--- src/rtl/nnet_pkg.sv ---
// Shared types and constants for the nnet frame repacketizer.
// FSM state enums, the "zero means default" constants and the size helper.
package nnet_pkg;

  localparam int DEFAULT_TUSER_W = 128;

  // An SPP register value of zero selects the output frame length as SPP
  localparam logic [15:0] SPP_USE_SIZE = 16'd0;

  // A frame length of zero from the HLS core is treated as one sample
  localparam logic [15:0] SIZE_ZERO = 16'd0;

  typedef enum logic [1:0] {
    IN_IDLE      = 2'd0,
    IN_STREAM    = 2'd1,
    IN_HDR_STALL = 2'd2
  } in_state_t;

  typedef enum logic {
    OUT_IDLE   = 1'b0,
    OUT_STREAM = 1'b1
  } out_state_t;

  function automatic logic [15:0] fix_size(input logic [15:0] size);
    return (size == SIZE_ZERO) ? 16'd1 : size;
  endfunction

endpackage

--- src/rtl/nnet_hdr_fifo.sv ---
// Header FIFO: holds one tuser header per input frame until the matching
// output frame has finished. A push is accepted while full if a pop
// happens in the same cycle.
module nnet_hdr_fifo
  import nnet_pkg::*;
#(
  parameter int WIDTH = DEFAULT_TUSER_W,
  parameter int DEPTH = 4
) (
  input  logic             clk,
  input  logic             rst_n,
  input  logic             clear,
  input  logic             push,
  input  logic [WIDTH-1:0] wdata,
  input  logic             pop,
  output logic [WIDTH-1:0] rdata,
  output logic             full,
  output logic             empty
);

  localparam int AW = $clog2(DEPTH);
  localparam logic [AW:0] PTR_ONE = (AW+1)'(1);

  logic [WIDTH-1:0] mem [DEPTH];
  logic [AW:0]      wr_ptr;
  logic [AW:0]      rd_ptr;
  logic             do_push;
  logic             do_pop;

  assign do_pop  = pop & ~empty;
  assign do_push = push & (~full | do_pop);
  assign empty   = (wr_ptr == rd_ptr);
  assign full    = (wr_ptr[AW] != rd_ptr[AW]) && (wr_ptr[AW-1:0] == rd_ptr[AW-1:0]);
  assign rdata   = mem[rd_ptr[AW-1:0]];

  // Pointer update; clear flushes every stored header
  always_ff @(posedge clk or negedge rst_n) begin
    if (!rst_n) begin
      wr_ptr <= '0;
      rd_ptr <= '0;
    end else if (clear) begin
      wr_ptr <= '0;
      rd_ptr <= '0;
    end else begin
      if (do_push) wr_ptr <= wr_ptr + PTR_ONE;
      if (do_pop)  rd_ptr <= rd_ptr + PTR_ONE;
    end
  end

  // Storage array, written at the tail pointer
  always_ff @(posedge clk) begin
    if (do_push) mem[wr_ptr[AW-1:0]] <= wdata;
  end

endmodule

--- src/rtl/nnet_frame_repacketizer.sv ---
// Frame repacketizer between an AXI wrapper and an HLS nnet core.
// Input frames are cut by nnet_size_in and their headers queued; output
// frames are cut by nnet_size_out and split into packets of SPP samples.
// Optional macro NNET_FRAME_ERR_EN enables the header-stall counter err_cnt.
module nnet_frame_repacketizer
  import nnet_pkg::*;
#(
  parameter int DATA_W      = 16,
  parameter int TUSER_W     = DEFAULT_TUSER_W,
  parameter int HDR_DEPTH   = 4,
  parameter int SR_USER_SPP = 131
) (
  input  logic               ap_clk,
  input  logic               ap_rst_n,
  input  logic               clear,
  input  logic               set_stb,
  input  logic [7:0]         set_addr,
  input  logic [31:0]        set_data,
  input  logic [15:0]        nnet_size_in,
  input  logic [15:0]        nnet_size_out,
  input  logic [31:0]        i_tdata,
  input  logic [TUSER_W-1:0] i_tuser,
  input  logic               i_tlast,
  input  logic               i_tvalid,
  output logic               i_tready,
  output logic [31:0]        o_tdata,
  output logic [TUSER_W-1:0] o_tuser,
  output logic               o_tlast,
  output logic               o_tvalid,
  input  logic               o_tready,
  output logic [DATA_W-1:0]  m_axis_tdata,
  output logic               m_axis_tlast,
  output logic               m_axis_tvalid,
  input  logic               m_axis_tready,
  input  logic [DATA_W-1:0]  s_axis_tdata,
  input  logic               s_axis_tvalid,
  output logic               s_axis_tready,
  output logic [15:0]        spp_out,
  output logic [15:0]        err_cnt
);

  logic [1:0]   rst_sync;
  logic         rst_n;
  logic         run;
  logic         unused_inputs;

  in_state_t    in_state, in_next;
  out_state_t   out_state, out_next;

  logic [15:0]  in_cnt, in_size_q, in_size_eff;
  logic         in_first, in_last, in_hs;

  logic [15:0]  frm_cnt, pkt_cnt, out_size_q, spp_q, spp_reg;
  logic [15:0]  out_size_eff, spp_eff;
  logic         out_first, frm_last, pkt_last, out_hs;

  logic               fifo_push, fifo_pop, fifo_full, fifo_empty;
  logic [TUSER_W-1:0] fifo_head;

  assign unused_inputs = ^{i_tlast, i_tdata, set_data};

  // Reset asserts at once and releases two clock edges later
  always_ff @(posedge ap_clk or negedge ap_rst_n) begin
    if (!ap_rst_n) rst_sync <= 2'b00;
    else           rst_sync <= {rst_sync[0], 1'b1};
  end

  assign rst_n = rst_sync[1];
  assign run   = rst_n & ~clear;

  nnet_hdr_fifo #(
    .WIDTH (TUSER_W),
    .DEPTH (HDR_DEPTH)
  ) u_hdr_fifo (
    .clk   (ap_clk),
    .rst_n (rst_n),
    .clear (clear),
    .push  (fifo_push),
    .wdata (i_tuser),
    .pop   (fifo_pop),
    .rdata (fifo_head),
    .full  (fifo_full),
    .empty (fifo_empty)
  );

  // ---------------- input path ----------------
  assign in_first     = (in_state != IN_STREAM);
  assign in_size_eff  = in_first ? fix_size(nnet_size_in) : in_size_q;
  assign in_last      = (in_cnt == in_size_eff - 16'd1);
  assign in_hs        = i_tvalid & i_tready;
  assign m_axis_tdata = i_tdata[DATA_W-1:0];

  // Input FSM state register
  always_ff @(posedge ap_clk or negedge rst_n) begin
    if (!rst_n) in_state <= IN_IDLE;
    else        in_state <= in_next;
  end

  // Input FSM next state: a frame start against a full FIFO parks in HDR_STALL
  always_comb begin
    in_next = in_state;
    if (clear) begin
      in_next = IN_IDLE;
    end else begin
      case (in_state)
        IN_IDLE, IN_HDR_STALL: begin
          if (in_hs)
            in_next = in_last ? IN_IDLE : IN_STREAM;
          else if (in_state == IN_IDLE && i_tvalid && fifo_full && !fifo_pop)
            in_next = IN_HDR_STALL;
        end
        IN_STREAM: if (in_hs && in_last) in_next = IN_IDLE;
        default:   in_next = IN_IDLE;
      endcase
    end
  end

  // Input FSM outputs: pass valid/ready through unless the header has no slot
  always_comb begin
    i_tready      = 1'b0;
    m_axis_tvalid = 1'b0;
    if (run && (!in_first || !fifo_full || fifo_pop)) begin
      i_tready      = m_axis_tready;
      m_axis_tvalid = i_tvalid;
    end
    m_axis_tlast = m_axis_tvalid & in_last;
    fifo_push    = in_first & in_hs;
  end

  // Input sample counter; the frame length is latched on the first sample
  always_ff @(posedge ap_clk or negedge rst_n) begin
    if (!rst_n) begin
      in_cnt    <= 16'd0;
      in_size_q <= 16'd0;
    end else if (clear) begin
      in_cnt    <= 16'd0;
      in_size_q <= 16'd0;
    end else if (in_hs) begin
      if (in_first) in_size_q <= fix_size(nnet_size_in);
      in_cnt <= in_last ? 16'd0 : in_cnt + 16'd1;
    end
  end

`ifdef NNET_FRAME_ERR_EN
  logic [15:0] err_q;

  // Count entries into header stall, saturating
  always_ff @(posedge ap_clk or negedge rst_n) begin
    if (!rst_n)
      err_q <= 16'd0;
    else if (clear)
      err_q <= 16'd0;
    else if (in_state == IN_IDLE && in_next == IN_HDR_STALL && err_q != 16'hFFFF)
      err_q <= err_q + 16'd1;
  end

  assign err_cnt = err_q;
`else
  assign err_cnt = 16'd0;
`endif

  // ---------------- output path ----------------
  // SPP settings register
  always_ff @(posedge ap_clk or negedge rst_n) begin
    if (!rst_n)
      spp_reg <= 16'd0;
    else if (set_stb && set_addr == 8'(SR_USER_SPP))
      spp_reg <= set_data[15:0];
  end

  assign out_first    = (out_state == OUT_IDLE);
  assign out_size_eff = out_first ? fix_size(nnet_size_out) : out_size_q;
  assign spp_eff      = !out_first ? spp_q :
                        (spp_reg == SPP_USE_SIZE) ? fix_size(nnet_size_out) : spp_reg;
  assign frm_last     = (frm_cnt == out_size_eff - 16'd1);
  assign pkt_last     = (pkt_cnt == spp_eff - 16'd1);
  assign out_hs       = o_tvalid & o_tready;
  assign spp_out      = spp_eff;
  assign o_tdata      = 32'(s_axis_tdata);
  assign o_tuser      = fifo_head;

  // Output FSM state register
  always_ff @(posedge ap_clk or negedge rst_n) begin
    if (!rst_n) out_state <= OUT_IDLE;
    else        out_state <= out_next;
  end

  // Output FSM next state
  always_comb begin
    out_next = out_state;
    if (clear) begin
      out_next = OUT_IDLE;
    end else begin
      case (out_state)
        OUT_IDLE:   if (out_hs) out_next = frm_last ? OUT_IDLE : OUT_STREAM;
        OUT_STREAM: if (out_hs && frm_last) out_next = OUT_IDLE;
        default:    out_next = OUT_IDLE;
      endcase
    end
  end

  // Output FSM outputs: samples only flow while a header is available
  always_comb begin
    s_axis_tready = 1'b0;
    o_tvalid      = 1'b0;
    if (run && !fifo_empty) begin
      s_axis_tready = o_tready;
      o_tvalid      = s_axis_tvalid;
    end
    o_tlast  = o_tvalid & (pkt_last | frm_last);
    fifo_pop = out_hs & frm_last;
  end

  // Frame and packet counters; length and SPP are latched at frame start
  always_ff @(posedge ap_clk or negedge rst_n) begin
    if (!rst_n) begin
      frm_cnt    <= 16'd0;
      pkt_cnt    <= 16'd0;
      out_size_q <= 16'd0;
      spp_q      <= 16'd0;
    end else if (clear) begin
      frm_cnt    <= 16'd0;
      pkt_cnt    <= 16'd0;
      out_size_q <= 16'd0;
      spp_q      <= 16'd0;
    end else if (out_hs) begin
      if (out_first) begin
        out_size_q <= fix_size(nnet_size_out);
        spp_q      <= spp_eff;
      end
      if (frm_last) begin
        frm_cnt <= 16'd0;
        pkt_cnt <= 16'd0;
      end else if (pkt_last) begin
        frm_cnt <= frm_cnt + 16'd1;
        pkt_cnt <= 16'd0;
      end else begin
        frm_cnt <= frm_cnt + 16'd1;
        pkt_cnt <= pkt_cnt + 16'd1;
      end
    end
  end

endmodule

--- config.mk ---
export PLATFORM = sky130hd
export DESIGN_NAME = nnet_frame_repacketizer
export DESIGN_NICKNAME = d
export VERILOG_FILES = /design/src/rtl/nnet_pkg.sv /design/src/rtl/nnet_hdr_fifo.sv /design/src/rtl/nnet_frame_repacketizer.sv
export SDC_FILE = /design/constraint.sdc
export NUM_CORES = 1
export LEC_CHECK = 0
export BUFFER_PORTS_ARGS = -buffer_cell sky130_fd_sc_hd__buf_2
export CAP_MARGIN = 20
export CORE_MARGIN = 8
export CORE_UTILIZATION = 55
export CTS_CLUSTER_SIZE = 16
export DETAILED_ROUTE_END_ITERATION = 6
export GPL_ROUTABILITY_DRIVEN = 0
export HOLD_SLACK_MARGIN = 0.1
export MAX_ROUTING_LAYER = met4
export PLACE_DENSITY = 0.85
export SLEW_MARGIN = 20
export SYNTH_ARGS = -nofsm -noshare
export SYNTH_HDL_FRONTEND = slang
export SYNTH_SLANG_ARGS = --single-unit
--- constraint.sdc ---
create_clock -name ap_clk -period 5.3 [get_ports ap_clk]
set_input_delay 0.53 -clock ap_clk [delete_from_list [all_inputs] [get_ports ap_clk]]
set_output_delay 0.53 -clock ap_clk [all_outputs]
set_load 0.01 [all_outputs]
==> results of run 1 <==
power groups by stage:
stage | sequential [uW] | clock [uW] | combinational [uW]
final | 5460 | 4830 | 829
after global routing | 5460 | 5080 | 889
after CTS | 5460 | 4880 | 801
after detailed placement | 5560 | 0 | 763
after global placement | 5550 | 0 | 729
after floorplan | 5560 | 0 | 488
cells in the final DEF, fill, tap and decap left out, types with 46 or more instances in the layout:
cell,Yosys,final
nor2_1,72,72
buf_2,14,341
clkbuf_16,0,68
dfrtp_1,123,117
o21ai_0,79,79
mux2i_1,50,50
a21oi_1,46,46
nand2_1,59,59
mux4_2,129,129
edfxtp_1,512,512
metrics by stage:
stage                     instances  hold slack (ns)  instance area, um^2  worst slack, ns  total power (uW)
final                          2868            0.119                33000            0.249             11100
after global routing           2866            0.108                33000          -0.0488             11400
after CTS                      2848            0.100                32800           0.0128             11100
after detailed placement       2692            0.334                30200            0.336              6320
after global placement         2692            0.333                30200            0.447              6280
after floorplan                1798            0.234                28000           -0.380              6050
layout make-up:
class / instances / share of cell area
flip-flops and latches: 635 / 0.560
repair buffers: 416 / 0.0777
well taps: 672 / 0.0255
clock inverters: 34 / 0.0139
multi-input cells: 988 / 0.265
clock buffers: 84 / 0.0543
inverters: 23 / 0.00262
diodes: 16 / 0.00121
timing repair:
action,CTS,global route
hold endpoints to repair,119,0
pin swaps,0,2
buffers inserted,0,3
gates resized for setup,3,16
hold buffers,38,0
setup endpoints to repair,2,4
kinds of logic (layout without fill, tap and decap cells):
family | Yosys count | in the layout | synth area share
DFF | 635 | 635 | 0.661
and+or+nand+nor | 418 | 418 | 0.0857
AOI/OAI and AO/OA | 258 | 258 | 0.0611
muxes | 207 | 207 | 0.133
buffers and inverters | 175 | 557 | 0.0340
xor gates and xnor gates | 61 | 61 | 0.0191
adders and majority gates | 11 | 11 | 0.00493
other | 2 | 49 | 0.000269
worst paths after layout:
check / endpoint / slack [ns]
worst max-delay path: i_tready / 0.25
worst min register to register: rst_sync[1] / 0.35
worst max register to register: u_hdr_fifo.mem[3][26] / 0.73
worst min-delay path: u_hdr_fifo.mem[0][69] / 0.12
min in group asynchronous: rst_sync[0] / 0.31
max in group asynchronous: spp_reg[2] / 3.43
critical path, cell delays in order, from the launching register on:
cell	delay (ns)
dfrtp_4	0.58
buf_6	0.33
nor3_1	0.13
o22ai_1	0.46
a2111oi_4	0.13
buf_4	0.18
a211o_1	0.29
a2111oi_2	0.36
nand3_1	0.18
nand4bb_2	0.40
and2_1	0.31
nor3b_1	0.35
buf_2	0.21
per-layer routing:
| layer | GRT usage | vias to the layer above |
|---|---|---|
| li1 | - | 7650 |
| met1 | 0.313 | 9047 |
| met2 | 0.454 | 1165 |
| met3 | 0.0688 | 195 |
| met4 | 0.0937 | 0 |
| met5 | - | - |
==> results.md, run 1 <==
- 1st-pass router iterations: 6
- Internal Power: 8540 uW
- DRC: 0
- Antenna violations before repair: 13
- Start point of the critical path: out_state
- Netlist cell types: 81
- Clock share of power: 0.434
- Prevailing post-synth register cell: edfxtp_1
- # rows: 82
- Post-layout util: 0.657
- Root Buffer: clkbuf_16
- Area grow syn2layout: 18.2%
- Fraction of layout cells with a size suffix above 1: 0.310
- H-tree depth: 3
- Final min period: 5.05 ns
- Die extent in x: 241 um
- Via count: 18057
- Max reg flops: 512
- Met3 WL: 7790 um
- Clock skew: 0.0483 ns
- FF+latch area: 18500 um^2
- VDD IR max: 449 uV
- Core Box Area: 50200 um^2
- Worst skew pair latency: 0.64 ns
- Post-synth top cells: edfxtp_1 (512), mux4_2 (129), dfrtp_1 (123)
- Syn_area_per_cell: 15.8 um^2
- Post-route ant nets: 0
- Hold Path Depth: 1
- Start point of the worst min-delay path: i_tuser[69]
- Final setup violation count: 0
- Comb power frac: 0.075
- Register area share after synthesis: 0.661
- Post-synth top area share: 0.551
- Hold WC Path Type: in -> reg
- Post-synth top area cell: edfxtp_1
- Worst reg2reg startpoint: out_state
- Synth warn: 0
- Outcome: finished clean
- Syn Inst Count: 1767
- TNS Setup: 0 ns
- M1 WL: 27200 um
- Final period util: 0.953
- Synthesized flop and latch total: 635
- Crit Path Category: reg -> out
- Total of max-cap violations: 0
- Boundary Pins: 471
- Critical path peak fanout: 36
- CTS Sinks: 635
- Post-Route WL: 77800 um
- Die Area: 58200 um^2
- Reg power frac: 0.491
- EDFF count, synth: 512
- DRT iter0 DRCs: 1888
- Worst slew pin tran: 1.07 ns
- Data arrival, critical path: 4.52 ns
- Number of buffers created by CTS: 68
- Highest Clock Rate: 198 MHz
- Setup crit end kind: primary output
- Reg2Reg Depth: 13
- Top Metal Used: met4
- Clock buffer depth: 3
- Starting density of the core: 0.556
- Pins over their slew limit: 0
- CTS tree: done
- Lkg Pwr: 0.0120 uW
- Largest net degree at the start of global routing: 75
- First-pass GRT wire length: 114000 um
- Vias/cell: 6.30
- Async SR Flop Fraction: 0.194
- Largest cells by area after synthesis: edfxtp_1 (55%), dfrtp_1 (11%), mux4_2 (10%)
- Clock transition at path regs: 0.07 ns
- WL/cell: 27.1 um
- Endpoints failing hold: 0
- # fillers: 3319
- P_sw: 2580 uW
- Nets: 2400
- Multi-input gate area: 8720 um^2
- Vias in the first global route: 18267
- Power per cell area: 337 nW/um^2
- Die Y: 241 um
- Relative slew slack: 0.284
- Mapped Area: 27900 um^2
- HPWL after DPL: 47800 um
- WP data required: 4.77 ns
- Net Sw Frac: 0.232
- GR Util All Layers: 0.269
- Met2 routed WL: 40000 um
- Port Buffers: 341
- Crit path launch type: register
- Grt ovf: 0
- Most instantiated library cell after synthesis: edfxtp_1
(Power assumes the default switching activity.)
==> run 2, diff against run 1 <==
CORE_UTILIZATION = 40   (was 55)
PLACE_DENSITY = 0.67   (was 0.85)
==> run 2 against run 1 <==
Maximum frequency grew 0.56%. Clock-buffer cell count up 1. Largest cell class unchanged. Sequential share of layout area shrank 1.8 points.
==> results.md, run 2 (synthesis gave the netlist of run 1 again) <==
- Crit path launch type: register
- Net Sw Frac: 0.232
- Via count: 17420
- Reg power frac: 0.489
- Number of buffers created by CTS: 71
- Post-Route WL: 70800 um
- Hold WC Path Type: in -> reg
- Internal Power: 8580 uW
- Final period util: 0.948
- Lkg Pwr: 0.0123 uW
- Power per cell area: 328 nW/um^2
- P_sw: 2590 uW
- Die extent in x: 280 um
- GR Util All Layers: 0.180
- DRT iter0 DRCs: 1334
- Global-route met2 utilization: 0.292
- Relative slew slack: 0.360
- Commonest non-fill, non-tap cell in the layout: edfxtp_1
- Setup ws final: 0.277 ns
- Fraction of layout cells with a size suffix above 1: 0.303
- Start point of the critical path: spp_reg[4]
- Clock buffer depth: 3
- Boundary Pins: 471
- VDD IR max: 373 uV
- H-tree depth: 3
- Clock transition at path regs: 0.06 ns
- GR peak layer: met2
- CTS Sinks: 635
- Vias/cell: 5.42
- Final setup violation count: 0
- Die Area: 78500 um^2
- Root Buffer: clkbuf_16
- Met1 usage: 0.212
- # rows: 97
- Port Buffers: 341
- Nets: 2478
- Dpl cells: 2969
- Pins over their slew limit: 0
- Commonest cells after routing, fill and taps aside: edfxtp_1 (512), buf_2 (341), mux4_2 (129)
- Finished Layout Cells: 3216
- Antenna violations before repair: 15
- Post-route ant nets: 0
- Worst skew pair latency: 0.62 ns
- Data arrival, critical path: 4.49 ns
- Setup crit end kind: primary output
- # fillers: 5828
- Grt ovf: 0
- Starting density of the core: 0.401
- Vias in the first global route: 18134
- Outcome: finished clean
- Endpoints failing hold: 0
- Worst slew pin tran: 0.956 ns
- Highest Clock Rate: 199 MHz
- WL/cell: 22.0 um
- Die Y: 280 um
- Largest net degree at the start of global routing: 89
- Unrepaired setup endpoints after global routing: false
- M3 GR Usage: 0.0602
- CTS tree: done
- DRC: 0
- Place WS: 0.150 ns
- Max reg flops: 512
- Total of max-cap violations: 0
- 1st-pass router iterations: 5
- Core Box Area: 69500 um^2
- HPWL after DPL: 47300 um
- Final min period: 5.02 ns
- First-pass GRT wire length: 107000 um
- Clock skew: 0.0393 ns
- Critical path peak fanout: 5
- Clock share of power: 0.434
- Comb power frac: 0.077
- WP data required: 4.77 ns
- Area grow syn2layout: 22.0%
- Worst reg2reg startpoint: in_state[0]
- Start point of the worst min-delay path: i_tuser[33]
- Crit Path Category: reg -> out
[run 2: final timing paths]
| check | to | slack, ns | cells past startpoint |
|---|---|---|---|
| setup reg to reg | in_cnt[8] | 0.73 | 13 |
| min in group asynchronous | rst_sync[1] | 0.36 | 2 |
| hold reg to reg | rst_sync[1] | 0.35 | 0 |
| max in group asynchronous | out_state | 3.37 | 2 |
| setup / recovery | o_tlast | 0.28 | 16 |
| hold / removal | u_hdr_fifo.mem[0][33] | 0.15 | 1 |
[run 2: layout make-up]
| cell class | count | area (um^2) | share of cell area |
|---|---|---|---|
| sequential | 635 | 18500 | 0.542 |
| multi-input combinational | 988 | 8700 | 0.256 |
| timing repair buffer | 491 | 3260 | 0.0957 |
| clock buffer | 85 | 1850 | 0.0543 |
| tap | 940 | 1180 | 0.0346 |
| clock inverter | 41 | 468 | 0.0137 |
| inverter | 23 | 86.3 | 0.00254 |
| antenna | 13 | 32.5 | 0.000956 |
[run 2: metal layers]
metal	wire [um]	share of wire
met1	27700	0.39
met2	35100	0.50
met3	6190	0.087
met4	1860	0.026
met5	0	0
[run 2: stage by stage]
stage	hold slack, ns	total power [uW]	util	TNS [ns]	instance area (um^2)
2_1_floorplan	0.234	6050	-	-162.27	28000
3_3_place_gp	0.331	6310	0.439	0	30500
3_5_place_dp	0.330	6330	0.439	0	30500
4_1_cts	0.100	11300	0.488	0	33900
5_1_grt	0.114	11600	0.489	0	34000
6_report	0.147	11200	0.489	0	34000
[run 2: power groups by stage]
stage	Combinational [uW]	Sequential, uW	Clock (uW)
floorplan	488	5560	0
global placement	753	5550	0
detailed placement	775	5560	0
CTS	848	5460	4960
global route	934	5460	5160
finish	862	5460	4840
[run 2: critical path, cell delays in order (launching register included)]
cell and delay [ns]:
dfrtp_1 0.49, nor4_4 0.40, and4_4 0.32, a21oi_1 0.09
mux2_2 0.29, ha_1 0.26, nor4bb_1 0.17, a31o_2 0.25
a31oi_2 0.23, nor2_1 0.10, xnor2_1 0.17, a31oi_1 0.13
nor4b_1 0.32, and3_1 0.20, nand3_1 0.13, a21boi_0 0.19
buf_2 0.15
[run 2: what timing repair did]
item | CTS | global route
hold endpoints to repair | 398 | 0
gates cloned | 0 | 0
gates resized for setup | 2 | 12
hold buffers | 107 | 0
setup buffers | 0 | 1
pin swaps | 0 | 1
setup endpoints to repair | 1 | 4
==> run 3, diff against run 2 <==
REMOVE_ABC_BUFFERS = 1   (was default)
==> run 3 against run 2 <==
Clock skew is 0.017 ns lower. Maximum frequency is 0.16% lower. Sequential share of layout area is 1.1 points higher. Non-clock buffer count is 55 lower. Sequential power hardly changed. Combinational power is 3.8% lower. Critical path depth is 3 lower. Global-route usage is 0.25 points lower. Sequential cell count stayed put. Worst setup slack worse by 0.0082 ns. Power is 1.7% lower. Cell count is 1.7% lower.
==> results.md, run 3 (synthesis gave the netlist of run 1 again) <==
- Commonest cells after routing, fill and taps aside: edfxtp_1 (512), buf_2 (341), mux4_2 (129)
- Largest net degree at the start of global routing: 106
- Worst skew pair latency: 0.61 ns
- Clock share of power: 0.427
- Slowest cell on the critical path: dfrtp_4
- Vias in the first global route: 17766
- Worst path most repeated cell: buf_4
- H-tree depth: 3
- Clock buffer depth: 3
- Post-Route WL: 69800 um
- P_sw: 2520 uW
- Net Sw Frac: 0.230
- Crit-path cells: buf_6, nor3_1, o22ai_1, a2111oi_4, buf_4, xor2_1, mux2i_1, nand3_1, nand4bb_1, buf_4, and2_1, nor4_1, buf_2
- Start point of the critical path: out_state
- Vias/cell: 5.43
- Area grow syn2layout: 19.7%
- Die Area: 78500 um^2
- Start point of the worst min-delay path: i_tuser[41]
- Grt ovf: 0
- Multi-input gate area: 8730 um^2
- Post-route ant nets: 0
- Dpl cells: 2984
- Comb power frac: 0.076
- Power per cell area: 328 nW/um^2
- GR Util All Layers: 0.177
- Via count: 17176
- WP data required: 4.77 ns
- Post-layout util: 0.480
- Pins over their slew limit: 0
- Die Y: 280 um
- Port Buffers: 341
- Clock skew: 0.0220 ns
- Clock transition at path regs: 0.06 ns
- First-pass GRT wire length: 106000 um
- CTS Sinks: 635
- Total of max-cap violations: 0
- Fraction of layout cells with a size suffix above 1: 0.318
- Hold WC Path Type: in -> reg
- Met2 routed WL: 34200 um
- Reg2Reg Depth: 12
- Unrepaired setup endpoints after global routing: false
- Max reg flops: 512
- DRC: 0
- Delay-heaviest family, CP: simple AND/OR/NAND/NOR gates
- Setup crit end kind: primary output
- # rows: 97
- Internal Power: 8450 uW
- Buf/Inv on CP: 4
- Worst slew pin tran: 1.07 ns
- Slowest cell delay on critical path: 0.58 ns
- Hold Path Depth: 1
- Reg power frac: 0.498
- Starting density of the core: 0.401
- VDD IR max: 225 uV
- FF+latch area: 18500 um^2
- Number of buffers created by CTS: 69
- Root Buffer: clkbuf_16
- Boundary Pins: 471
- Nets: 2421
- Top Metal Used: met4
- Outcome: finished clean
- Highest Clock Rate: 199 MHz
- Commonest non-fill, non-tap cell in the layout: edfxtp_1
- Met3 WL: 5770 um
- Final min period: 5.03 ns
- HPWL after DPL: 48000 um
- # fillers: 5899
- Endpoints failing hold: 0
- Final setup violation count: 0
- CTS tree: done
- Relative slew slack: 0.286
- 1st-pass router iterations: 5
- Crit Path Category: reg -> out
- Antenna violations before repair: 13
- Critical path peak fanout: 28
- Worst reg2reg startpoint: out_state
- Die extent in x: 280 um
- Crit Reg-Reg Endpoint: u_hdr_fifo.mem[0][92]
- Core Box Area: 69500 um^2
- Final period util: 0.949
- Crit path launch type: register
- DRT iter0 DRCs: 1408
- Worst R2R Setup Slack: 0.68 ns
- Lkg Pwr: 0.0121 uW
- Data arrival, critical path: 4.50 ns
- WL/cell: 22.1 um
- Hold Crit Endpoint: u_hdr_fifo.mem[2][41]
- M1 WL: 28200 um
- Finished Layout Cells: 3162
[run 3: cell count changes in the layout (fill, tap and decap cells not counted), sizes merged]
cell	delta
clkinv	+6
clkinvlp	-2
buf	+16
dlygate4sd3	-71
inv	-1
clkbuf	-3
diode	+1
[run 3: metal layers]
layer,global-route usage,vias to the layer above
met2,0.285,615
met3,0.0479,116
met5,-,-
li1,-,7707
met1,0.220,8738
met4,0.0516,0
[run 3: how the worst max path moves through the flow]
| stage | cells past startpoint | slack [ns] | to |
|---|---|---|---|
| after floorplan | 9 | -5.10 | u_hdr_fifo.wr_ptr[2] |
| after global placement | 14 | 0.1 | u_hdr_fifo.mem[0][92] |
| after detailed placement | 14 | 0.1 | u_hdr_fifo.mem[0][77] |
| after CTS | 16 | 0.03 | o_tlast |
| after global routing | 13 | 0.02 | m_axis_tlast |
| final | 13 | 0.27 | m_axis_tlast |
[run 3: metrics by stage]
step	hold WS [ns]	TNS [ns]	power (uW)	instance area (um^2)	setup slack, ns
2_1_floorplan	0.234	-2905.06	5990	27200	-5.10
3_3_place_gp	0.317	0	6320	30600	0.0970
3_5_place_dp	0.318	0	6340	30600	0.0996
4_1_cts	0.100	0	11100	33300	0.0346
5_1_grt	0.120	0	11300	33400	0.0173
6_report	0.143	0	11000	33400	0.269
[run 3: cell type report]
cell class	count	share of cell area
inverters	23	0.00258
diodes	14	0.00105
multi-input cells	988	0.261
clock buffers	82	0.0532
flip-flops and latches	635	0.553
well taps	940	0.0352
clock inverters	44	0.0139
repair buffers	436	0.0798
[run 3: power groups by stage]
stage          combinational, uW  sequential, uW  clock (uW)
2_1_floorplan                427            5570           0
3_3_place_gp                 764            5550           0
3_5_place_dp                 784            5560           0
4_1_cts                      816            5460        4800
5_1_grt                      907            5460        4980
6_report                     829            5460        4680
[run 3: repair_timing]
item,4_1_cts,5_1_grt
endpoints found under the setup margin,2,4
buffers inserted,0,2
endpoints found under the hold margin,129,0
cloned,0,0
hold buffers,36,0
gates resized for setup,5,14
pin swaps,0,2
